### src/rtl/spi_xfer_ctrl.sv
// SPI mode-0 transaction controller: accepts a word and bit length, drives the
// clk_div start/n_pulses pair, shifts MOSI out MSB-first and captures MISO.
module spi_xfer_ctrl #(
  parameter int  SPI_MAXLEN = 16,
  localparam int LW         = $clog2(SPI_MAXLEN) + 1,
  localparam int NW         = LW + 1
) (
  input  logic                  clk,
  input  logic                  rst,
  input  logic                  tx_valid,
  output logic                  tx_ready,
  input  logic [SPI_MAXLEN-1:0] tx_data,
  input  logic [LW-1:0]         tx_len,
  output logic                  rx_valid,
  output logic [SPI_MAXLEN-1:0] rx_data,
  output logic                  busy,
  output logic                  start,
  output logic [NW-1:0]         n_pulses,
  input  logic                  spi_clk,
  output logic                  cs_n,
  output logic                  mosi,
  input  logic                  miso
);

  typedef enum logic [2:0] {IDLE, SETUP, SHIFT, HOLD, DONE} state_e;

  state_e                state_q;
  logic [SPI_MAXLEN-1:0] tx_sr_q;
  logic [SPI_MAXLEN-1:0] rx_sr_q;
  logic [SPI_MAXLEN-1:0] rx_data_q;
  logic [LW-1:0]         len_q;
  logic [LW-1:0]         cnt_q;
  logic [NW-1:0]         n_pulses_q;
  logic                  spi_clk_q;
  logic                  start_q;
  logic                  cs_n_q;
  logic                  mosi_q;
  logic                  rx_valid_q;

  logic [LW-1:0]         len_in;
  logic [LW-1:0]         cnt_nxt;
  logic [SPI_MAXLEN-1:0] tx_aligned;
  logic                  rise;
  logic                  fall;

  // NOTE: every variable written in always_comb gets a default first so no latch is inferred.
  always_comb begin
    len_in     = (tx_len > LW'(SPI_MAXLEN)) ? LW'(SPI_MAXLEN) : tx_len;
    tx_aligned = tx_data << (LW'(SPI_MAXLEN) - len_in);
    cnt_nxt    = cnt_q + LW'(1);
    rise       = spi_clk & ~spi_clk_q;
    fall       = ~spi_clk & spi_clk_q;
  end

  // The word is stored MSB-aligned so the next bit to send is always at the top.
  // NOTE: sequential state uses non-blocking assignments so all registers update together.
  always_ff @(posedge clk or negedge rst) begin
    if (!rst) begin
      state_q    <= IDLE;
      tx_sr_q    <= '0;
      rx_sr_q    <= '0;
      rx_data_q  <= '0;
      len_q      <= '0;
      cnt_q      <= '0;
      n_pulses_q <= '0;
      spi_clk_q  <= 1'b0;
      start_q    <= 1'b0;
      cs_n_q     <= 1'b1;
      mosi_q     <= 1'b0;
      rx_valid_q <= 1'b0;
    end else begin
      spi_clk_q  <= spi_clk;
      rx_valid_q <= 1'b0;
      case (state_q)
        IDLE: begin
          if (tx_valid) begin
            rx_sr_q    <= '0;
            cnt_q      <= '0;
            len_q      <= len_in;
            n_pulses_q <= {len_in, 1'b0};
            if (len_in == '0) begin
              rx_valid_q <= 1'b1;
              rx_data_q  <= '0;
              state_q    <= DONE;
            end else begin
              cs_n_q  <= 1'b0;
              mosi_q  <= tx_aligned[SPI_MAXLEN-1];
              tx_sr_q <= tx_aligned << 1;
              state_q <= SETUP;
            end
          end
        end
        SETUP: begin
          start_q <= 1'b1;
          state_q <= SHIFT;
        end
        SHIFT: begin
          if (rise) begin
            rx_sr_q <= {rx_sr_q[SPI_MAXLEN-2:0], miso};
          end else if (fall) begin
            cnt_q <= cnt_nxt;
            // Dropping start on the last fall keeps clk_div from adding a toggle.
            if (cnt_nxt == len_q) begin
              start_q <= 1'b0;
              state_q <= HOLD;
            end else begin
              mosi_q  <= tx_sr_q[SPI_MAXLEN-1];
              tx_sr_q <= tx_sr_q << 1;
            end
          end
        end
        HOLD: begin
          cs_n_q     <= 1'b1;
          mosi_q     <= 1'b0;
          rx_valid_q <= 1'b1;
          rx_data_q  <= rx_sr_q;
          state_q    <= DONE;
        end
        DONE:    state_q <= IDLE;
        default: state_q <= IDLE;
      endcase
    end
  end

  assign tx_ready = (state_q == IDLE);
  assign busy     = (state_q != IDLE);
  assign start    = start_q;
  assign n_pulses = n_pulses_q;
  assign cs_n     = cs_n_q;
  assign mosi     = mosi_q;
  assign rx_valid = rx_valid_q;
  assign rx_data  = rx_data_q;

endmodule

### config.mk
export PLATFORM = sky130hd
export DESIGN_NAME = spi_xfer_ctrl
export DESIGN_NICKNAME = d
export VERILOG_FILES = /design/src/rtl/spi_xfer_ctrl.sv
export SDC_FILE = /design/constraint.sdc
export NUM_CORES = 1
export LEC_CHECK = 0
export BUFFER_PORTS_ARGS = -buffer_cell sky130_fd_sc_hd__buf_2
export CELL_PAD_IN_SITES_DETAIL_PLACEMENT = 1
export CELL_PAD_IN_SITES_GLOBAL_PLACEMENT = 2
export CORE_UTILIZATION = 36
export CTS_CLUSTER_DIAMETER = 80
export CTS_CLUSTER_SIZE = 10
export DETAILED_ROUTE_END_ITERATION = 10
export GPL_TIMING_DRIVEN = 0
export PLACE_DENSITY_LB_ADDON = 0.1
export SYNTH_ARGS = -nofsm -noshare
export SYNTH_HDL_FRONTEND = slang
export SYNTH_SLANG_ARGS = --single-unit
### constraint.sdc
create_clock -name clk -period 2.49 [get_ports clk]
set_input_delay 0.1245 -clock clk [delete_from_list [all_inputs] [get_ports clk]]
set_output_delay 0.1245 -clock clk [all_outputs]
set_load 0.02 [all_outputs]
==> impl_metrics.tcl, run 1 <==
set metrics [dict create \
    die-area_um2 10100 \
    yosysTopAreaCell "dfrtp_1" \
    critical_path_depth 12 \
    ys_ff_latch 65 \
    cts_buffers 9 \
    p_leak_nw 2.01 \
    rows 35 \
    ant_nets 0 \
    yosysMostFrequentCell "dfrtp_1" \
    cts_tree "yes" \
    dp_slack_ps -560 \
    required_ps 2700 \
    htree_levels 3 \
    fmax_mhz 422 \
    synth_cells 341 \
    reg2regPathDepth 10 \
    ys_seq_area_share_pct 46.5 \
    finalNonFillerCells 549 \
    grt_pass1_vias 2956 \
    clock_skew_ps 14.7 \
    nets 444 \
    worstSkewPairLatency_ps 340 \
    maxCapViolCount 0 \
    path_cells "buf_2, nor2b_1, buf_6, buf_6, inv_1, ha_2, clkbuf_4, mux4_2, mux2i_1, nor3_1, a211o_1, mux2_2" \
    grt-ovfl-total 0 \
    max_stage_delay_ps 380 \
    dp.cells 522 \
    dr.pass1.iters 6 \
    synth_area_um2 3500 \
    hold_path_depth 3 \
    hp-class "input port to flip-flop" \
    finalHoldViolCount 0 \
    cp_common_cell "buf_6" \
    drive_above_1_share_pct 25.7 \
    yosysWarnings 0 \
    ys_async_sr_fraction_pct 100 \
    path_max_fanout 10 \
    antenna_cells 0 \
    cts_root_buf "clkbuf_8" \
    peakVddDrop_uv 362 \
    finalWorstPathRequiredPeriod_ps 2370 \
    worst_slew_pin_slew_ps 838 \
    cp_top_family "multiplexers" \
    grt_max_degree 66 \
    syn-num-nets 370 \
    finalInstanceArea_um2 4310 \
    portBuffers 52 \
    via_per_inst 5.25 \
    end_kind "flip-flop" \
    cp.buffers_inverters 5 \
    syn_avg_cell_area_um2 10.3 \
    antenna_found_initial 0 \
    grtUsageTotal_pct 19.5 \
    synth_top_cell_area_share_pct 45.8 \
    finalPower_mw 4.31 \
    initial_core_util_pct 37.5 \
    cts.sinks 65 \
    netlist_top_cells_count "dfrtp_1 (64), nand2_1 (59), o21ai_0 (29)" \
    drc_errors 0 \
    hold_slack_ps 48.5 \
    die_h_um 101 \
    slew_headroom_pct 44.1 \
    outcome "complete, no violations" \
    die_width_um 101 \
    vias 2881 \
    hpwl_um 6490 \
    arrival_ps 2580 \
    wire_per_inst_um 16.8 \
    areaGrowthSynthToFinish_pct 23.3 \
    finalSetupViolCount 0 \
    powerDensity_nw_per_um2 999 \
    synthTopCellsByArea "dfrtp_1 (46%), nand2_1 (6.3%), mux2i_1 (4.6%)" \
    place.gp.congestion 0.792 \
    grt_pass1_wl_um 15300 \
    pin_count 54 \
    crit_type "input port to flip-flop" \
    slowest_stage "mux4_2" \
    yosysUniqueCellTypes 53 \
    synth_edf_count 0 \
    fin_crit_sh_pct 95.1 \
    rsz0062_at_grt "no" \
    place_area_um2 3920 \
    slew_viol_final 0 \
    cp-start-kind "input port" \
    routed_wl_um 9240 \
    clk_pin_slew_worst_paths_ps 80 \
    synth_ff_type "dfrtp_1" \
    setup_ws_ps 121 \
    core_area_um2 9330 \
    clk_path_buf_depth 2 \
    first_iter_violations 89 \
]
-- report_power, final --
group / switching (mW) / total (mW) / internal, mW
registers: 0.175 / 1.48 / 1.31
logic: 1.06 / 1.72 / 0.659
clock network: 0.427 / 1.10 / 0.671
total: 1.67 / 4.31 / 2.64
-- layer usage --
metal  vias to the layer above  GRT usage [%]  wire length [um]
met5                         -              0                 0
met1                      1464           27.6              4580
met3                         6           3.74               164
met4                         0           4.35                73
li1                       1376              -                 -
met2                        35           31.1              4420
-- sequential cells by signal (all words and copies together), names as in the netlist --
name / cells
spi_clk_q: 1
rx_data: 16
mosi: 1
cs_n: 1
start: 1
tx_sr_q: 15
rx_sr_q: 16
rx_valid: 1
state_q: 3
n_pulses: 5
cnt_q: 5
-- worst reg2reg max path: stages (launching register included) --
cell and delay [ps]:
dfrtp_1 370, ha_2 230, and3_1 210, xor3_1 270
nor4b_4 280, buf_4 190, a21boi_4 80, buf_4 210
buf_4 180, nor2_1 110, a21oi_1 50
-- area by class of cell --
class                           count  area, um2
Timing Repair Buffer               63        354
Clock buffer                       10        128
Sequential cell                    65       1630
Inverter                            8       30.0
Buffer                             19        109
Fill cell                        1075       5020
Clock inverter                      6        115
Multi-Input combinational cell    249       1790
Tap cell                          129        161
-- cells in the final DEF (no fill, tap or decap), types with 3 or more instances in the layout --
cell type / netlist / routed
a31oi_1: 3 / 3
mux2_2: 4 / 4
buf_2: 5 / 53
and3_1: 3 / 3
a22oi_1: 7 / 7
and2_1: 4 / 4
dfrtp_1: 64 / 64
clkbuf_8: 0 / 9
mux4_2: 7 / 7
a2bb2oi_1: 3 / 3
xnor2_1: 6 / 6
o21ai_0: 29 / 28
a21oi_1: 19 / 18
nor3_1: 6 / 6
mux2i_1: 16 / 16
mux4_1: 4 / 4
buf_4: 1 / 12
bufinv_16: 0 / 3
a22o_1: 17 / 17
nor2_1: 27 / 27
nand2_1: 59 / 58
inv_1: 8 / 8
clkbuf_1: 10 / 9
-- logic make-up (layout without fill, tap and decap cells) --
family,after synthesis,count (layout),share of synthesized area (%)
AO/OA/AOI/OAI,91,91,16.9
XOR/XNOR,11,11,4.11
adder cells (fa/ha/maj),3,3,1.07
buffers and inverters,27,106,3.61
flip-flops,65,65,46.5
multiplexers,32,32,13.7
other,1,1,0.107
AND/OR/NAND/NOR,111,111,14.0
-- metrics by stage --
stage	util (%)	setup TNS, ps
6_report	46.2	0
5_1_grt	46.2	0
4_1_cts	45.0	0
3_5_place_dp	42.0	-9540
3_3_place_gp	42.0	-8480
2_1_floorplan	-	0
-- path summary, 6_finish.rpt --
kind	start	endpoint	slack [ps]
worst min register to register	rx_data[4]	rx_data[4]	500
worst max-delay path	tx_len[4]	mosi	120
max in group asynchronous	rst	tx_sr_q[1]	1480
worst min-delay path	miso	rx_sr_q[0]	50
min in group asynchronous	rst	n_pulses[5]	430
worst max register to register	cnt_q[0]	tx_sr_q[14]	200
-- what timing repair did --
action | CTS | global route
pin swaps | 0 | 1
gates cloned | 0 | 1
buffers inserted | 0 | 8
endpoints found under the setup margin | 15 | 26
hold endpoints to repair | 65 | 0
hold buffers | 2 | 0
resized for setup | 4 | 16
Power figures use the tool's default switching activity.
==> run 2: changes to the inputs <==
--- a/config.mk
+++ b/config.mk
@@ -5,10 +5,11 @@
 export SDC_FILE = /design/constraint.sdc
 export NUM_CORES = 1
 export LEC_CHECK = 0
+export ABC_AREA = 1
 export BUFFER_PORTS_ARGS = -buffer_cell sky130_fd_sc_hd__buf_2
 export CELL_PAD_IN_SITES_DETAIL_PLACEMENT = 1
 export CELL_PAD_IN_SITES_GLOBAL_PLACEMENT = 2
-export CORE_UTILIZATION = 36
+export CORE_UTILIZATION = 33
 export CTS_CLUSTER_DIAMETER = 80
 export CTS_CLUSTER_SIZE = 10
 export DETAILED_ROUTE_END_ITERATION = 10
==> impl_metrics.tcl, run 2 <==
set metrics [dict create \
    nets 601 \
    r2r_slack_ps 310 \
    dr.pass1.iters 4 \
    maxCapViolCount 0 \
    path_max_fanout 16 \
    finalWorstPathRequiredPeriod_ps 2230 \
    cts_resized 0 \
    peakVddDrop_uv 515 \
    die-area_um2 11900 \
    areaGrowthSynthToFinish_pct 20.2 \
    synth_top_family_by_area "simple AND/OR/NAND/NOR gates" \
    die_width_um 109 \
    syn-num-nets 538 \
    synth_edf_count 0 \
    finalHoldViolCount 0 \
    hpwl_um 7900 \
    min_to "rx_sr_q[0]" \
    final_cell_mix "nand2_1 (120), nand3_1 (88), inv_1 (79), dfrtp_1 (64), buf_2 (53)" \
    synth_ff_type "dfrtp_1" \
    hp-class "input port to flip-flop" \
    via_per_inst 4.88 \
    ys_async_sr_fraction_pct 100 \
    fmax_mhz 448 \
    clk_path_buf_depth 2 \
    htree_levels 3 \
    grt_pass1_vias 3680 \
    setup_ws_ps 258 \
    synthAdderAreaFrac_pct 0.992 \
    synth_top_cell_area_share_pct 42.3 \
    reg2reg_from "cnt_q[0]" \
    grt_pass1_wl_um 17800 \
    place.gp.congestion 0.832 \
    slew_headroom_pct 42.7 \
    r2r-end "tx_sr_q[8]" \
    max_stage_delay_ps 400 \
    ys_seq_area_share_pct 43.0 \
    ys_ff_latch 65 \
    required_ps 2750 \
    cp_top_family "simple AND/OR/NAND/NOR gates" \
    final_util_pct 41.4 \
    worstSkewPairLatency_ps 330 \
    drc_errors 0 \
    clock_skew_ps 6.05 \
    fin_crit_sh_pct 89.6 \
    arrival_ps 2500 \
    cts_tree "yes" \
    yosysMostFrequentCell "nand2_1" \
    cp-start-kind "input port" \
    final_common_cell "nand2_1" \
    slowest_stage "inv_1" \
    rsz0062_at_grt "no" \
    clk_pin_slew_worst_paths_ps 60 \
    path_cells "buf_2, nor2_1, nand2_2, nand2_4, buf_12, nand2_8, buf_6, ha_1, inv_1, nand3_1, nor2_1, nand2_1, nand2_1, o21ai_0, a21boi_1" \
    end_kind "flip-flop" \
    cts_root_buf "clkbuf_16" \
    grt-ovfl-total 0 \
    vias 3502 \
    grt_max_degree 66 \
    syn_avg_cell_area_um2 7.43 \
    first_iter_violations 112 \
    portBuffers 51 \
    initial_core_util_pct 34.4 \
    cts.sinks 65 \
    rows 38 \
    yosysTopAreaCell "dfrtp_1" \
    crit_type "input port to flip-flop" \
    netlist_top_cells_count "nand2_1 (120), nand3_1 (88), inv_1 (79)" \
    synth-compound-area-share_pct 10.5 \
    die_h_um 109 \
    synth-xor-area-share_pct 0.463 \
    antenna_found_initial 0 \
    yosysWarnings 0 \
    synthTopCellsByArea "dfrtp_1 (42%), nand2_1 (12%), nand3_1 (12%)" \
    synth_cells 509 \
    synth_area_um2 3780 \
    hp-start "miso" \
    cp.buffers_inverters 4 \
    ant_nets 0 \
    finalPower_mw 4.61 \
    hold_path_depth 3 \
    synth_mux_area_share_pct 0 \
    cts_buffers 9 \
    antenna_cells 0 \
    grtUsageTotal_pct 19.6 \
    pin_count 54 \
    routed_wl_um 10500 \
    worst_slew_pin_slew_ps 860 \
    yosys.area_share.simple_pct 32.7 \
    powerDensity_nw_per_um2 1010 \
    yosysUniqueCellTypes 39 \
    dp_slack_ps -211 \
    core_area_um2 11000 \
    finalSetupViolCount 0 \
    p_leak_nw 2.33 \
    reg2regPathDepth 11 \
    wire_per_inst_um 14.6 \
    outcome "complete, no violations" \
    drive_above_1_share_pct 18.2 \
    slew_viol_final 0 \
]
[run 2: layout make-up]
| type | instances | area (um2) |
|---|---|---|
| repair buffers | 53 | 278 |
| clock inverters | 4 | 50.0 |
| fillers | 1406 | 6430 |
| plain buffers | 22 | 151 |
| flip-flops and latches | 65 | 1630 |
| inverters | 82 | 308 |
| well taps | 140 | 175 |
| multi-input cells | 339 | 1690 |
| clock buffers | 12 | 267 |
[run 2: report_power, final]
group | total (mW) | leakage [nW] | internal (mW) | switching [mW]
registers | 1.42 | 0.866 | 1.29 | 0.125
logic | 1.88 | 1.32 | 0.599 | 1.28
clock network | 1.32 | 0.151 | 0.854 | 0.464
total | 4.61 | 2.33 | 2.74 | 1.87
[run 2: repair_timing]
item | in CTS | in global routing
hold buffers | 2 | 0
buffers inserted | 0 | 0
endpoints found under the setup margin | 0 | 7
endpoints found under the hold margin | 65 | 0
[run 2: cells by family after synthesis]
logic type                 count (synthesis)
other                                      1
DFF                                       65
adders and majority gates                  3
xor gates and xnor gates                   2
buffers and inverters                    105
AOI/OAI and AO/OA                         69
and+or+nand+nor                          264
[run 2: layer usage]
layer / wire [um] / part of all wire, % / track usage [%] / up-vias
met1: 5060 / 48 / 25.3 / 1696
li1: - / - / - / 1761
met5: 0 / 0 / 0 / -
met3: 304 / 2.9 / 4.30 / 12
met4: 114 / 1.1 / 4.92 / 0
met2: 5010 / 48 / 32.9 / 33
[run 2: how the worst max path moves through the flow]
stage                    from           to  slack, ps  cells past startpoint
floorplan           tx_len[0]   tx_sr_q[8]        330                     15
global placement    tx_len[2]  tx_sr_q[10]       -180                     15
detailed placement  tx_len[2]  tx_sr_q[10]       -210                     15
CTS                 tx_len[2]  tx_sr_q[10]        140                     15
global route        tx_len[2]  tx_sr_q[10]         20                     15
finish              tx_len[2]  tx_sr_q[10]        260                     15
[run 2: per-stage QoR]
step,hold slack (ps),setup TNS (ps),cell area [um2],std cells
finish,36.7,0,4550,717
floorplan,-171,0,3780,509
detailed placement,273,-2020,4220,700
global route,88.5,0,4550,717
global placement,263,-1460,4210,700
CTS,19.6,0,4550,718
[run 2: worst min-delay path: cells and delay by family]
kind	cells	cell delay, ps
buf+inv	1	80
simple gates	1	60
compound gates	1	60
==> run 3: changes to the inputs <==
--- a/config.mk
+++ b/config.mk
@@ -9,7 +9,7 @@
 export BUFFER_PORTS_ARGS = -buffer_cell sky130_fd_sc_hd__buf_2
 export CELL_PAD_IN_SITES_DETAIL_PLACEMENT = 1
 export CELL_PAD_IN_SITES_GLOBAL_PLACEMENT = 2
-export CORE_UTILIZATION = 33
+export CORE_UTILIZATION = 30
 export CTS_CLUSTER_DIAMETER = 80
 export CTS_CLUSTER_SIZE = 10
 export DETAILED_ROUTE_END_ITERATION = 10
==> impl_metrics.tcl, run 3 (same netlist as run 2, synthesis figures left out) <==
set metrics [dict create \
    required_ps 2680 \
    dp.cells 728 \
    reg2reg_from "cnt_q[0]" \
    end_kind "flip-flop" \
    cts_setup_buffers 0 \
    nFillCells 1526 \
    arrival_ps 2480 \
    critical_path_depth 15 \
    cts_buffers 9 \
    areaGrowthSynthToFinish_pct 20.0 \
    drive_above_1_share_pct 17.8 \
    via_per_inst 4.70 \
    ant_nets 0 \
    crit_type "input port to flip-flop" \
    finalHoldViolCount 0 \
    internal-power_mw 2.59 \
    path_max_fanout 10 \
    wire_per_inst_um 14.0 \
    powerDensity_nw_per_um2 978 \
    reg2regPathDepth 11 \
    core_area_um2 12200 \
    portBuffers 51 \
    pin_count 54 \
    place.gp.congestion 0.812 \
    cp_top_family "buffers and inverters" \
    first_iter_violations 136 \
    slew_viol_final 0 \
    cp-start-kind "input port" \
    routed_wl_um 10500 \
    slowest_stage "o21ai_2" \
    grt_pass1_vias 3621 \
    nets 602 \
    p_leak_nw 2.32 \
    cts_root_buf "clkbuf_16" \
    switching_share_pct 41.7 \
    antenna_found_initial 0 \
    hpwl_um 7830 \
    worstSkewPairLatency_ps 340 \
    grt-ovfl-total 0 \
    final_cell_mix "nand2_1 (120), nand3_1 (88), inv_1 (79), dfrtp_1 (64), buf_2 (53)" \
    register_area_um2 1630 \
    clk_path_buf_depth 2 \
    outcome "complete, no violations" \
    finalNonFillerCells 746 \
    fmax_mhz 437 \
    path_cells "buf_6, nor2_4, nand2_2, nand2_4, buf_12, nand2_8, buf_6, ha_1, nand3_1, inv_1, ha_1, nand2_1, o21ai_2, buf_2, o22ai_1" \
    max_stage_delay_ps 430 \
    rsz0062_at_grt "no" \
    drc_errors 0 \
    multiInputGateArea_um2 1690 \
    r2r-end "tx_sr_q[8]" \
    rows 40 \
    peakVddDrop_uv 434 \
    grtUsageTotal_pct 17.7 \
    finalPower_mw 4.44 \
    die_width_um 114 \
    slew_headroom_pct 43.5 \
    maxCapViolCount 0 \
    tns_ps 0 \
    p_sw_mw 1.85 \
    hp-class "input port to flip-flop" \
    cts_tree "yes" \
    worstSetupStartpoint "tx_len[0]" \
    final_common_cell "nand2_1" \
    die-area_um2 13100 \
    seq_power_share_pct 32.0 \
    die_h_um 114 \
    antenna_cells 0 \
    clk_pin_slew_worst_paths_ps 50 \
    vias 3506 \
    cts.sinks 65 \
    grt_pass1_wl_um 17800 \
    finalSetupViolCount 0 \
    crit_end "rx_data[6]" \
    p_comb_share_pct 42.3 \
    initial_core_util_pct 31.1 \
    dr.pass1.iters 4 \
    cp.buffers_inverters 5 \
    r2r_slack_ps 350 \
    finalWorstPathRequiredPeriod_ps 2290 \
    grt_max_degree 66 \
    fin_crit_sh_pct 91.9 \
    clkPwrFrac_pct 25.7 \
    worst_slew_pin_slew_ps 847 \
    clock_skew_ps 8.11 \
    htree_levels 3 \
]
-- run 3: final cells by class --
class                   instances  area share (%)
clock buffers                  13            5.51
inverters                      82            6.78
well taps                     168            4.63
repair buffers                 53            6.12
clock inverters                 3           0.386
plain buffers                  23            3.45
flip-flops and latches         65            35.9
multi-input cells             339            37.3
-- run 3: stage by stage --
stage / hold slack, ps / util, % / setup slack (ps) / area [um2]
detailed placement: 269 / 34.9 / -245 / 4250
global route: 47.4 / 37.3 / 26.3 / 4540
CTS: 22.6 / 37.3 / 106 / 4540
floorplan: -171 / - / 333 / 3780
finish: 31.9 / 37.3 / 202 / 4540
global placement: 264 / 34.9 / -241 / 4250
-- run 3: what timing repair did --
action / 4_1_cts / 5_1_grt
endpoints found under the setup margin: 0 / 6
gates resized for setup: 0 / 2
endpoints found under the hold margin: 65 / 0
hold buffers: 2 / 0
-- run 3: worst min path at each step --
stage | start | to | slack [ps] | cells after the start
2_1_floorplan | rst | cnt_q[0] | -170 | 0
3_3_place_gp | spi_clk | spi_clk_q | 260 | 1
3_5_place_dp | spi_clk | spi_clk_q | 270 | 1
4_1_cts | miso | rx_sr_q[0] | 20 | 3
5_1_grt | miso | rx_sr_q[0] | 50 | 3
6_report | miso | rx_sr_q[0] | 30 | 3
-- run 3: worst reg2reg max path: cells and delay by family (launching register included) --
kind	cells	cell delay, ps
buffers and inverters	2	230
adders and majority gates	1	360
xor gates and xnor gates	1	170
AOI/OAI and AO/OA	1	100
DFF	1	450
and+or+nand+nor	6	730
-- run 3: power by group through the flow --
stage / combinational (mW) / clock, mW / sequential [mW]
after floorplan: 1.26 / 0 / 1.51
after global placement: 1.88 / 0 / 1.43
after detailed placement: 1.91 / 0 / 1.44
after CTS: 1.93 / 1.19 / 1.42
after global routing: 2.14 / 1.22 / 1.45
final: 1.88 / 1.14 / 1.42
-- run 3: routing by layer --
metal  global-route usage (%)  up-vias  wire length, um
li1                         -     1764                -
met1                     23.6     1697             5280
met2                     28.6       34             4790
met3                     4.34       11              286
met4                     5.19        0              127
met5                        0        -                0
